==> src/rtl/alu_seq_hs.sv <==
// Handshaked sequential ALU: single-cycle arithmetic/logic ops and an iterative
// one-bit-per-cycle shifter, with the result and flags held until consumed.
module alu_seq_hs #(
  parameter int WIDTH   = 8,
  parameter int SHAMT_W = $clog2(WIDTH),
  parameter int CNT_W   = 8
) (
  input  logic               clk,
  input  logic               rst,
  input  logic               in_valid,
  output logic               in_ready,
  input  logic [2:0]         op,
  input  logic [WIDTH-1:0]   a,
  input  logic [WIDTH-1:0]   b,
  input  logic [SHAMT_W-1:0] s_amt,
  output logic               out_valid,
  input  logic               out_ready,
  output logic [WIDTH-1:0]   result,
  output logic               flag_z,
  output logic               flag_n,
  output logic               flag_c,
  output logic               flag_v,
  output logic               busy,
  output logic [CNT_W-1:0]   op_count
);

  localparam logic [2:0] OP_ADD = 3'b000;
  localparam logic [2:0] OP_SUB = 3'b001;
  localparam logic [2:0] OP_AND = 3'b010;
  localparam logic [2:0] OP_OR  = 3'b011;
  localparam logic [2:0] OP_XOR = 3'b100;
  localparam logic [2:0] OP_SLL = 3'b101;
  localparam logic [2:0] OP_SRL = 3'b110;

  typedef enum logic [1:0] {IDLE, SHIFT, DONE} state_t;

  state_t             state_reg;
  logic [2:0]         op_reg;
  logic [SHAMT_W-1:0] cnt_reg;

  logic               is_shift;
  logic               is_arith;
  logic [WIDTH-1:0]   b_eff;
  logic [WIDTH:0]     sum;
  logic [WIDTH-1:0]   alu_res;
  logic               alu_c;
  logic               alu_v;
  logic [WIDTH-1:0]   shift_next;
  logic               shift_out;

  assign in_ready = (state_reg == IDLE) && !rst;
  assign busy     = (state_reg != IDLE);

  // SUB reuses the adder as a + ~b + 1 so carry-out doubles as the no-borrow flag
  always_comb begin
    is_shift = (op == OP_SLL) || (op == OP_SRL) || (op == 3'b111);
    is_arith = (op == OP_ADD) || (op == OP_SUB);
    b_eff    = (op == OP_SUB) ? ~b : b;
    sum      = {1'b0, a} + {1'b0, b_eff} + {{WIDTH{1'b0}}, (op == OP_SUB)};
    case (op)
      OP_ADD, OP_SUB: alu_res = sum[WIDTH-1:0];
      OP_AND:         alu_res = a & b;
      OP_OR:          alu_res = a | b;
      OP_XOR:         alu_res = a ^ b;
      default:        alu_res = a;
    endcase
    alu_c = is_arith && sum[WIDTH];
    alu_v = is_arith && (a[WIDTH-1] == b_eff[WIDTH-1]) && (sum[WIDTH-1] != a[WIDTH-1]);
  end

  // The result register is the shifter's working register while in SHIFT
  always_comb begin
    case (op_reg)
      OP_SLL: begin
        shift_next = {result[WIDTH-2:0], 1'b0};
        shift_out  = result[WIDTH-1];
      end
      OP_SRL: begin
        shift_next = {1'b0, result[WIDTH-1:1]};
        shift_out  = result[0];
      end
      default: begin
        shift_next = {result[WIDTH-1], result[WIDTH-1:1]};
        shift_out  = result[0];
      end
    endcase
  end

  always_ff @(posedge clk or posedge rst) begin
    if (rst) begin
      state_reg <= IDLE;
      op_reg    <= 3'b000;
      cnt_reg   <= '0;
      out_valid <= 1'b0;
      result    <= '0;
      flag_z    <= 1'b0;
      flag_n    <= 1'b0;
      flag_c    <= 1'b0;
      flag_v    <= 1'b0;
      op_count  <= '0;
    end else begin
      case (state_reg)
        IDLE: begin
          if (in_valid) begin
            op_reg <= op;
            if (is_shift) begin
              result <= a;
              flag_z <= (a == '0);
              flag_n <= a[WIDTH-1];
              flag_c <= 1'b0;
              flag_v <= 1'b0;
              cnt_reg <= s_amt;
              if (s_amt == '0) begin
                state_reg <= DONE;
                out_valid <= 1'b1;
              end else begin
                state_reg <= SHIFT;
              end
            end else begin
              result    <= alu_res;
              flag_z    <= (alu_res == '0);
              flag_n    <= alu_res[WIDTH-1];
              flag_c    <= alu_c;
              flag_v    <= alu_v;
              state_reg <= DONE;
              out_valid <= 1'b1;
            end
          end
        end
        SHIFT: begin
          result  <= shift_next;
          flag_c  <= shift_out;
          flag_z  <= (shift_next == '0);
          flag_n  <= shift_next[WIDTH-1];
          cnt_reg <= cnt_reg - SHAMT_W'(1);
          if (cnt_reg == SHAMT_W'(1)) begin
            state_reg <= DONE;
            out_valid <= 1'b1;
          end
        end
        DONE: begin
          if (out_ready) begin
            state_reg <= IDLE;
            out_valid <= 1'b0;
            op_count  <= op_count + CNT_W'(1);
          end
        end
        default: begin
          state_reg <= IDLE;
          out_valid <= 1'b0;
        end
      endcase
    end
  end

endmodule

==> config.mk <==
export PLATFORM = sky130hd
export DESIGN_NAME = alu_seq_hs
export DESIGN_NICKNAME = d
export VERILOG_FILES = /design/src/rtl/alu_seq_hs.sv
export SDC_FILE = /design/constraint.sdc
export NUM_CORES = 1
export LEC_CHECK = 0
export CAP_MARGIN = 5
export CORE_ASPECT_RATIO = 0.5
export CORE_MARGIN = 2
export CORE_UTILIZATION = 37
export DETAILED_ROUTE_END_ITERATION = 8
export GPL_TIMING_DRIVEN = 0
export PLACE_DENSITY = 0.59
export SETUP_SLACK_MARGIN = 0.3
export SYNTH_ARGS = -nofsm -noshare
export SYNTH_HDL_FRONTEND = slang
export SYNTH_SLANG_ARGS = --single-unit
==> constraint.sdc <==
create_clock -name clk -period 5.1 [get_ports clk]
set_input_delay 0.51 -clock clk [delete_from_list [all_inputs] [get_ports clk]]
set_output_delay 0.51 -clock clk [all_outputs]
set_load 0.01 [all_outputs]
Word level (Yosys, flattened, before mapping) --
Index checks and enable logic that the tools add are counted.
Storage, ports and cells: register bits 29, bits of input ports 26, output and inout bits 23, logic and storage cells 92
Cells by class: add/subtract/negate cells 4, equal/unequal tests 19, mux-type cells 32, bitwise operators 4, reduce and logical (&&, ||, !) cells 23
Operators by type and width (count):
- case mux 8 bit (2 select lines) | 2
- case mux 8 bit (4 select lines) | 1
- logical NOT 8 bit | 3
- 2-to-1 mux 8 bit | 3
- == test 3 bit (second input constant) | 6
- 2-to-1 mux 1 bit | 13
- 2-to-1 mux 2 bit | 5
- adder 8 x 8 -> 9 bit | 1
- adder 9 x 1 -> 9 bit | 1
- adder 8 x 1 -> 8 bit (second input constant) | 1
- bitwise AND 8 bit | 1
- inequality test 2 bit (second input constant) | 4
- inverter 8 bit | 1
- bitwise OR 8 bit | 1
- bitwise XOR 8 bit | 1
- == test 3 x 1 -> 1 bit (second input constant) | 2
- == test 3 x 2 -> 1 bit (second input constant) | 2
- logical NOT 3 bit | 2
- 2-to-1 mux 3 bit | 2
- case mux 1 bit (2 select lines) | 3
- case mux 2 bit (3 select lines) | 1
- case mux 3 bit (2 select lines) | 1
- AND reduction 2 bit | 3
- AND reduction 3 bit | 2
- other kinds (14) | 20

Logic depth before layout (Yosys ltp) --
word-level depth 9, gate-level depth with buffers 10

Worst setup path before layout --
OpenSTA, ideal clock, no wires.
path kind in2reg, from in op[2], to reg flag_z, library setup time 0.103 ns, data arrival time 3.049 ns, path slack 1.948 ns, stages 10, buffers on the path 1, path through or3b_1 -> buf_4 -> xnor2_1 -> fa_1 -> nor2_1 -> a311oi_1 -> a21o_1 -> or4_1 -> a2111o_1 -> o41ai_2
Between the ends: word-level cells in the longest chain between the ends 9, elaborated cells between the ends (all ways) 19, classes of those cells 2 x add/sub; 7 x eq/ne; 5 x mux; 5 x reduce/logical
RTL lines:
- start: declaration | RTL line 12 | input logic [2:0] op,
- == test 3 x 1 -> 1 bit | RTL line 58, 59, 60
- 2-to-1 mux 8 bit | RTL line 58 | b_eff = (op == OP_SUB) ? ~b : b;
- adder 8 x 8 -> 9 bit | RTL line 59 | sum = {1'b0, a} + {1'b0, b_eff} + {{WIDTH{1'b0}}, (op == OP_SUB)};
- adder 9 x 1 -> 9 bit | RTL line 59
- case mux 8 bit (4 select lines) | RTL line 60 | case (op)
- logical NOT 8 bit | RTL line 121 | flag_z <= (alu_res == '0);
- 2-to-1 mux 1 bit (*) | RTL line 106 | if (is_shift) begin
- 2-to-1 mux 1 bit (*) | RTL line 104 | if (in_valid) begin
- case mux 1 bit (2 select lines) (*) | RTL line 102 | case (state_reg)
- end signal: assignment | RTL line 108 | flag_z <= (a == '0);
- end signal: assignment | RTL line 121
- end signal: assignment | RTL line 133 | flag_z <= (shift_next == '0);
- end: declaration | RTL line 19 | output logic flag_z,
Every way passes the cells marked *; elsewhere a longest branch is shown, timed or not. The select of a mux whose other input is x is not followed. A chain may end at the register's enable or synchronous reset.

Worst setup path in the final report --
from in op[0], to reg flag_z
Same word-level chain as after synthesis.

==> metrics.yaml <==
critPathRequiredTime_ns: 5.26
p_comb_share_pct: 53.7
synth-edff-count: 0
clockRootBuffer: "clkbuf_16"
syn_inst: 305
gr-total-overflow: 0
worst_ep_arrival_time_ns: 3.82
cts_tree: "done"
r2r_cells: 6
grt_max_degree: 29
drc: 0
yosys.area.top_type_share_pct: 28.1
drt-total-wl_um: 6240
numCtsBuffers: 3
hold_viol_final: 0
startpoint_type: "primary input"
core_area_um2: 6600
holdWs_ns: 0.482
grtUsageTotal_pct: 17.1
fill_cells: 669
placed_cells: 445
fmax_mhz: 273
post_cts_resized: 0
ctsHoldBuffers: 0
drt_iter0_markers: 141
synth_area_um2: 2490
yosys_warnings: 0
power.switching_uw: 508
io_buffers: 48
layout-drive-gt1-share_pct: 4.78
n_antenna_cell: 0
ys_top_cells_by_area: "dfrtp_1 28%, ha_1 13%, o21ai_0 5.8%, xnor2_1 4.9%, nor2_1 4.7%"
nNetsFinal: 411
drv_cap: 0
hold_path_depth: 1
synth_fp_nets: 358
status: "finished clean"
multi_input_area_um2: 1640
worstSetupEndpointType: "flop"
final_cells: 448
finClkSkew_ns: 0.00464
timing.final.crit_period_ns: 3.66
area_delta_synth_final_pct: 26.9
p_sw_share_pct: 39.9
peakVddDrop_uv: 139
power.total_uw: 1270
die-area_um2: 7450
rsz0062_at_grt: "false"
setup_viol: 0
gp_congestion: 0.886
grt_pass1_vias: 2089
cts_max_level: 1
fin_crit_sh_pct: 71.8
ys_top_cells_by_count: "31 x nor2_1, 29 x o21ai_0, 28 x dfrtp_1"
relSlewSlack_pct: 28.8
reg.largest.list: "op_count: 8 flops, result: 8 flops"
die_x_um: 120
avgSynthCellArea_um2: 8.17
clk_path_buf_depth: 2
antenna_found_initial: 0
async_reset_ff_share_pct: 100
start_util_pct: 37.8
fin_tns_setup_ns: 0
routedWlPerCell_um: 13.9
clock-sinks: 28
ant_nets: 0
p_leak_uw: 0.00140
p_clk_share_pct: 13.7
vias_per_cell: 5.23
seq_area_frac_synth_pct: 28.1
synth_most_common_cell: "nor2_1"
rows: 21
pwr-share-seq_pct: 32.6
synthDistinctLibCells: 55
ios: 49
worstSetupPathType: "primary input to flop"
vias: 2345
dr.pass1.iters: 4
worst-path-max-fanout: 9
ys_ff_latch: 28
post_cts_buffers: 0
clk_latency_ns: 0.26
p_int_uw: 764
hp-class: "flop to flop"
maxSlewViolCount: 0
tightest_slew_ns: 1.07
ys.flop_type: "dfrtp_1"
grt_pass1_wl_um: 10200
die-height_um: 62.0
ff_latch_area_um2: 701
power_density_nw_per_um2: 402
synth_top_cell_by_area: "dfrtp_1"
dp_hpwl_um: 5000
clkTransAtPathRegs_ns: 0.07
-- per-stage QoR --
step | instance area, um^2 | setup slack (ns) | util (%)
final | 3160 | 1.44 | 48.0
after global routing | 3160 | 1.25 | 48.0
after CTS | 3160 | 1.42 | 48.0
after detailed placement | 3090 | 1.15 | 46.8
after global placement | 3090 | 1.19 | 46.8
after floorplan | 2490 | 1.95 | -
-- worst max-delay path, stage by stage --
cell and delay, ns:
clkdlybuf4s50_1 0.59, or3b_1 0.37, buf_4 0.20, xnor2_1 0.25, fa_1 0.46, nor2_1 0.12
a311oi_1 0.06, a21o_1 0.20, or4_1 0.50, a2111o_1 0.37, o41ai_2 0.19
-- cell families (layout without fill, tap and decap cells) --
kind of cell,after synthesis,count (layout),share of synthesized area (%)
compound gates,87,87,22.3
xor+xnor,19,19,6.68
fa+ha+maj,27,27,13.9
buf+inv,38,89,6.07
flops,28,28,28.1
mux,12,12,5.22
simple gates,94,94,17.7
-- cells in the final DEF, fill, tap and decap left out, types with 3 or more instances in the layout --
master,count
ha_1,26
nand3b_1,3
o21ai_0,29
xnor2_1,14
nand3_1,6
nor3_1,7
nand2b_1,3
clkbuf_16,3
a211oi_1,5
nor2b_1,5
a21oi_1,23
nand2_1,26
xor2_1,5
dfrtp_1,28
mux2_2,4
clkbuf_1,8
inv_1,25
o22ai_1,3
clkdlybuf4s50_1,48
nor2_1,31
a22o_1,3
mux2i_1,7
-- worst paths after layout --
kind                                           from                 endpoint  slack [ns]
max in group asynchronous                       rst  op_count[3]$_DFFE_PP0P_        3.61
setup / recovery                              op[0]       flag_z$_DFFE_PP0P_        1.44
hold reg to reg             op_count[7]$_DFFE_PP0P_  op_count[7]$_DFFE_PP0P_        0.48
setup reg to reg           state_reg[1]$_DFFE_PP0P_       flag_z$_DFFE_PP0P_        2.90
min in group asynchronous                       rst    result[4]$_DFFE_PP0P_        0.85
hold / removal              op_count[7]$_DFFE_PP0P_  op_count[7]$_DFFE_PP0P_        0.48
-- layout make-up --
class	count	area share, %
repair buffers	48	15.2
plain buffers	13	1.82
clock buffers	3	2.37
inverters	25	2.97
well taps	92	3.64
flip-flops and latches	28	22.2
multi-input cells	239	51.9
-- layer usage --
metal	up-vias	share of wire, %	track usage, %
met2	53	44	27.8
met5	-	0	0
met1	1103	49	24.8
li1	1181	-	-
met3	8	5.6	1.92
met4	0	1.3	4.03
-- power by group through the flow --
stage                     combinational (uW)  sequential (uW)  clock, uW
after floorplan                          399              421          0
after global placement                   675              413          0
after detailed placement                 685              418          0
after CTS                                688              415        179
after global routing                     768              430        184
final                                    682              415        175
(Power assumes the default switching activity.)
==> RTL edit 1: new RTL, config.mk and constraints unchanged <==
Change the parameter `CNT_W` from 8 to 12.
--- a/src/rtl/alu_seq_hs.sv
+++ b/src/rtl/alu_seq_hs.sv
@@ -5,3 +5,3 @@
   parameter int SHAMT_W = $clog2(WIDTH),
-  parameter int CNT_W   = 8
+  parameter int CNT_W   = 12
 ) (
Interface: changed (resized op_count); port bits go from 49 to 53. The function was not compared with the original's and may differ.
==> RTL edit 1 against the original RTL <==
  * First-iteration DRC count shrank 38%
  * Final area grew 12%
  * Largest cell class unchanged
  * Highest routed layer unchanged
  * Routed wire length grew 14%
  * Total power grew 21%
  * Synthesized area grew 8.5%
  * Critical path type unchanged
  * Sequential cell count grew 4
  * Worst setup slack lost 0.54 ns
==> RTL edit 1: results (changes against the original RTL) <==
* Overall power: 1.53 mW (+21%)
* Wirelength per Cell: 15.3 microns (+9.5%)
- Beginning of the worst register-to-register path: op_reg[0]
* Startpoint of the lowest-slack hold path: op_count[11]
* Kind of cell adding the most delay to the critical path: buffers and inverters
- The flow ran to the end, and the final reports show no timing, DRC or antenna violations.
- Cell internal power dissipation: 0.975 mW (+28%)
- Count of placed standard cells including taps: 457 (+2.7%)
- The measured slew at the worst slew-check pin came to 0.628 ns (-0.438 ns).
- Global-route usage over all layers: 17.7% (+0.61 points)
- The final wirelength came to 7.11 mm (+14%).
* Total placed instance area: 3340 sq um (+8.2%)
- The routability congestion estimate came to 0.926 (+4.6%).
- CTS H-tree depth: 2 (+1)
- Leading post-synthesis cells by cell area: sky130_fd_sc_hd__dfrtp_1, sky130_fd_sc_hd__ha_1, sky130_fd_sc_hd__xnor2_1, sky130_fd_sc_hd__nor2_1, sky130_fd_sc_hd__mux2_2
- The met3 usage came to 3.30% (+1.4 points).
* DR vias/cell: 5.37 (+2.6%)
- The highest cell delay on the worst timing path was 0.49 ns (-0.10 ns).
- The number of violations reported at the end of detailed-routing iteration 0 came to 87 (-38%).
* Cell depth of the worst flop-to-flop path: 7 (+1)
* Wire length of the first global-routing pass: 11.5 mm (+13%)
* Synth cell types: 58 (+5.5%)
- The sequential cell area fraction in the yosys report is 29.6% (+1.5 points).
- The worst clock skew came to 0.00140 ns (-0.00324 ns).
* Comb power: 0.719 mW (+5.4%)
- Met2 usage in global routing: 29.4% (+1.7 points)
- The synthesized area per cell came to 8.64 sq um (+5.8%).
- Estimated wirelength of the detail-placed design: 5.48 mm (+9.6%)
* Finished Cell Area: 3550 sq um (+12%)
- Number of global-route vias before repair: 2335 (+12%)
- Maximum VDD drop: 0.000152 V (+9.3%)
RTL edit 1: cell types whose count changed in the layout (fill, tap and decap cells not counted), moves of 4 or more:
cell and delta:
sky130_fd_sc_hd__dfrtp_1 +4, sky130_fd_sc_hd__clkdlybuf4s50_1 +4, sky130_fd_sc_hd__o21ai_0 -16, sky130_fd_sc_hd__xnor2_1 +6, sky130_fd_sc_hd__a21oi_1 -5, sky130_fd_sc_hd__o21a_1 +4
sky130_fd_sc_hd__a211oi_1 -4, sky130_fd_sc_hd__mux2_2 +5
RTL edit 1: logic make-up (layout without fill, tap and decap cells):
| group | after synthesis | in the layout | synth area share (%) |
|---|---|---|---|
| adders and majority gates | 27 | 27 | 12.8 |
| DFF | 32 | 32 | 29.6 |
| buffers and inverters | 39 | 100 | 5.64 |
| AOI/OAI and AO/OA | 77 | 77 | 19.4 |
| xor gates and xnor gates | 25 | 25 | 8.09 |
| muxes | 17 | 17 | 6.71 |
| and+or+nand+nor | 96 | 96 | 17.8 |
RTL edit 1: metal layers:
layer	wire, microns	up-vias	part of all wire, %
li1	-	1227	-
met1	3420	1195	48
met2	3220	71	45
met3	377	9	5.3
met4	88	0	1.2
met5	0	-	0
RTL edit 1: how the worst max path moves through the flow:
stage | slack, ns | endpoint | from
2_1_floorplan | 1.90 | flag_z | op[2]
3_3_place_gp | 0.68 | result[6] | op[2]
3_5_place_dp | 0.62 | result[6] | op[2]
4_1_cts | 0.91 | result[6] | op[2]
5_1_grt | 0.59 | result[6] | op[2]
6_report | 0.89 | result[6] | op[2]
RTL edit 1: layout make-up:
class                           instances  area [sq um]
Buffer                                 13          55.1
Clock buffer                            7           153
Clock inverter                          1          30.0
Fill cell                             675          3330
Inverter                               26          97.6
Multi-Input combinational cell        242          1750
Sequential cell                        32           801
Tap cell                               92           115
Timing Repair Buffer                   53           548
==> RTL edit 2: new RTL, same flow settings <==
Without the edit above. Put one more register stage on the output `flag_z`. The value now appears one clock later. The other outputs are not delayed to match.
--- a/src/rtl/alu_seq_hs.sv
+++ b/src/rtl/alu_seq_hs.sv
@@ -35,2 +35,4 @@
   typedef enum logic [1:0] {IDLE, SHIFT, DONE} state_t;
+
+  logic flag_z_s0;
 
@@ -95,3 +97,3 @@
       result    <= '0;
-      flag_z    <= 1'b0;
+      flag_z_s0 <= 1'b0;
       flag_n    <= 1'b0;
@@ -107,3 +109,3 @@
               result <= a;
-              flag_z <= (a == '0);
+              flag_z_s0 <= (a == '0);
               flag_n <= a[WIDTH-1];
@@ -120,3 +122,3 @@
               result    <= alu_res;
-              flag_z    <= (alu_res == '0);
+              flag_z_s0 <= (alu_res == '0);
               flag_n    <= alu_res[WIDTH-1];
@@ -132,3 +134,3 @@
           flag_c  <= shift_out;
-          flag_z  <= (shift_next == '0);
+          flag_z_s0 <= (shift_next == '0);
           flag_n  <= shift_next[WIDTH-1];
@@ -155,2 +157,6 @@
 
+  always_ff @(posedge clk) begin
+    flag_z <= flag_z_s0;
+  end
+
 endmodule
Check against the original RTL: not equivalent (Yosys sat finds a counterexample within 4 cycles, from zero or initial values and one cycle with rst high).
==> RTL edit 2 against the original RTL <==
  * Sequential share of layout area decreased by 0.76 points
  * Global-route usage increased by 1.4 points
  * Worst setup slack got worse by 0.21 ns
  * Routed wire length increased by 10%
  * Total power increased by 9.8%
  * Die area increased by 5.7%
  * Synthesized cell count increased by 4.9%
  * Final area increased by 6.5%
  * Sequential cell count increased by 1
  * Cell count increased by 4.0%
  * Largest power group unchanged
  * Core utilization increased by 1.6 points
  * First-iteration DRC count increased by 6.4%
  * Clock skew increased by 0.00068 ns
  * Synthesized area increased by 6.0%
==> RTL edit 2: results (changes against the original RTL) <==
- 1st-iter DRT viols: 150 (+6.4%)
- The later-pin clock latency in the skew report is 0.28 ns (+0.02 ns).
* Maximum single-stage delay on the critical path: 0.64 ns (+0.05 ns)
* Crit path to: result[3]
- On the critical path the largest part of the delay comes from compound AO/OA/AOI/OAI gates.
- The wire length on met3 is 281 microns (-19%).
- The adder and majority gate portion of the synthesized area came to 13.1% (-0.78 points).
- For hold timing, the worst endpoint is flag_z.
- Met1 wire length: 3.47 mm (+13%)
* Arrival time of data at the critical path endpoint: 4.03 ns (+0.21 ns)
- Reg-to-reg endpoint: flag_z_s0
- The number of nets at the end of the flow came to 427 (+3.9%).
- Final Instance Count excl. Fillers: 466 (+4.0%)
* Pre-CTS setup slack: 1.01 ns (-0.136 ns)
* Pleak: 1.51 nW (+7.4%)
- The sequential cell area fraction in the yosys report came to 27.3% (-0.83 points).
* Wire length of the first global-routing pass: 11.4 mm (+11%)
- The total met2 wirelength after detailed routing was 3.06 mm (+11%).
- The measured slew at the worst slew-check pin was 1.09 ns (+0.0237 ns).
* Number of instances on the worst hold path: 0 (-1)
* Global-route usage over all layers: 18.4% (+1.4 points)
* Worst Clk Skew: 0.00532 ns (+0.000677 ns)
- DR vias/cell: 5.36 (+2.4%)
- Fraction of layout instances using a drive strength above 1: 6.68% (+1.9 points)
- The post-DP HPWL came to 5.26 mm (+5.2%).
- Fraction of the mapped netlist area in compound gates: 22.5% (+0.11 points)
- Number of clock buffers inserted by TritonCTS: 5 (+2)
- Number of global-route vias before repair: 2313 (+11%)
* Buffers added on ports: 47 (-2.1%)
- M3 GR Usage: 3.93% (+2.0 points)
* Synth cell types: 62 (+13%)
* Clock-net power: 0.288 mW (+65%)
* Total placed instance area: 3230 sq um (+4.5%)
- Outcome: complete, no violations
- The met1 capacity usage during global routing is 26.8% (+1.9 points).
* Fraction of synthesized cell area in xor and xnor cells: 5.31% (-1.4 points)
- Sorting the synthesized cells by how often they occur yields sky130_fd_sc_hd__nand2_1, sky130_fd_sc_hd__dfrtp_1, sky130_fd_sc_hd__ha_1, sky130_fd_sc_hd__nor2_1, sky130_fd_sc_hd__inv_1.
- The achievable frequency came to 0.258 GHz (-5.3%).
- The average wire per standard cell was 14.8 microns (+6.1%).
- The number of instances in the placed design is 459 (+3.1%).
* Highest fanout seen on the critical path: 10 (+1)
- The net count after synthesis was 373 (+4.2%).
RTL edit 2: cell count changes after synthesis, sizes merged, moves of 3 or more:
cell    unedited run  this run
o21a               1         5
nand2             26        42
mux2i              7         4
nand2b             3         6
mux2               5         1
o21ai             30        15
nor2              32        28
and2               0         5
a221oi             1         4
nand3b             3         6
RTL edit 2: cell type report:
class,count,area (sq um),share of cell area [%]
Buffer,13,75.1,2.23
Timing Repair Buffer,47,470,14.0
Sequential cell,29,721,21.4
Clock buffer,7,143,4.23
Inverter,23,86.3,2.56
Multi-Input combinational cell,255,1760,52.2
Tap cell,92,115,3.42
RTL edit 2: stage by stage:
stage | hold WS, ns | utilization [%]
floorplan | 0.348 | -
global placement | 0.384 | 47.4
detailed placement | 0.385 | 47.4
CTS | 0.396 | 49.5
global route | 0.395 | 49.5
finish | 0.391 | 49.5
RTL edit 2: logic make-up after synthesis:
kind of cell	after synthesis
simple gates	123
compound gates	84
buf+inv	36
flops	29
fa+ha+maj	27
xor+xnor	16
mux	5
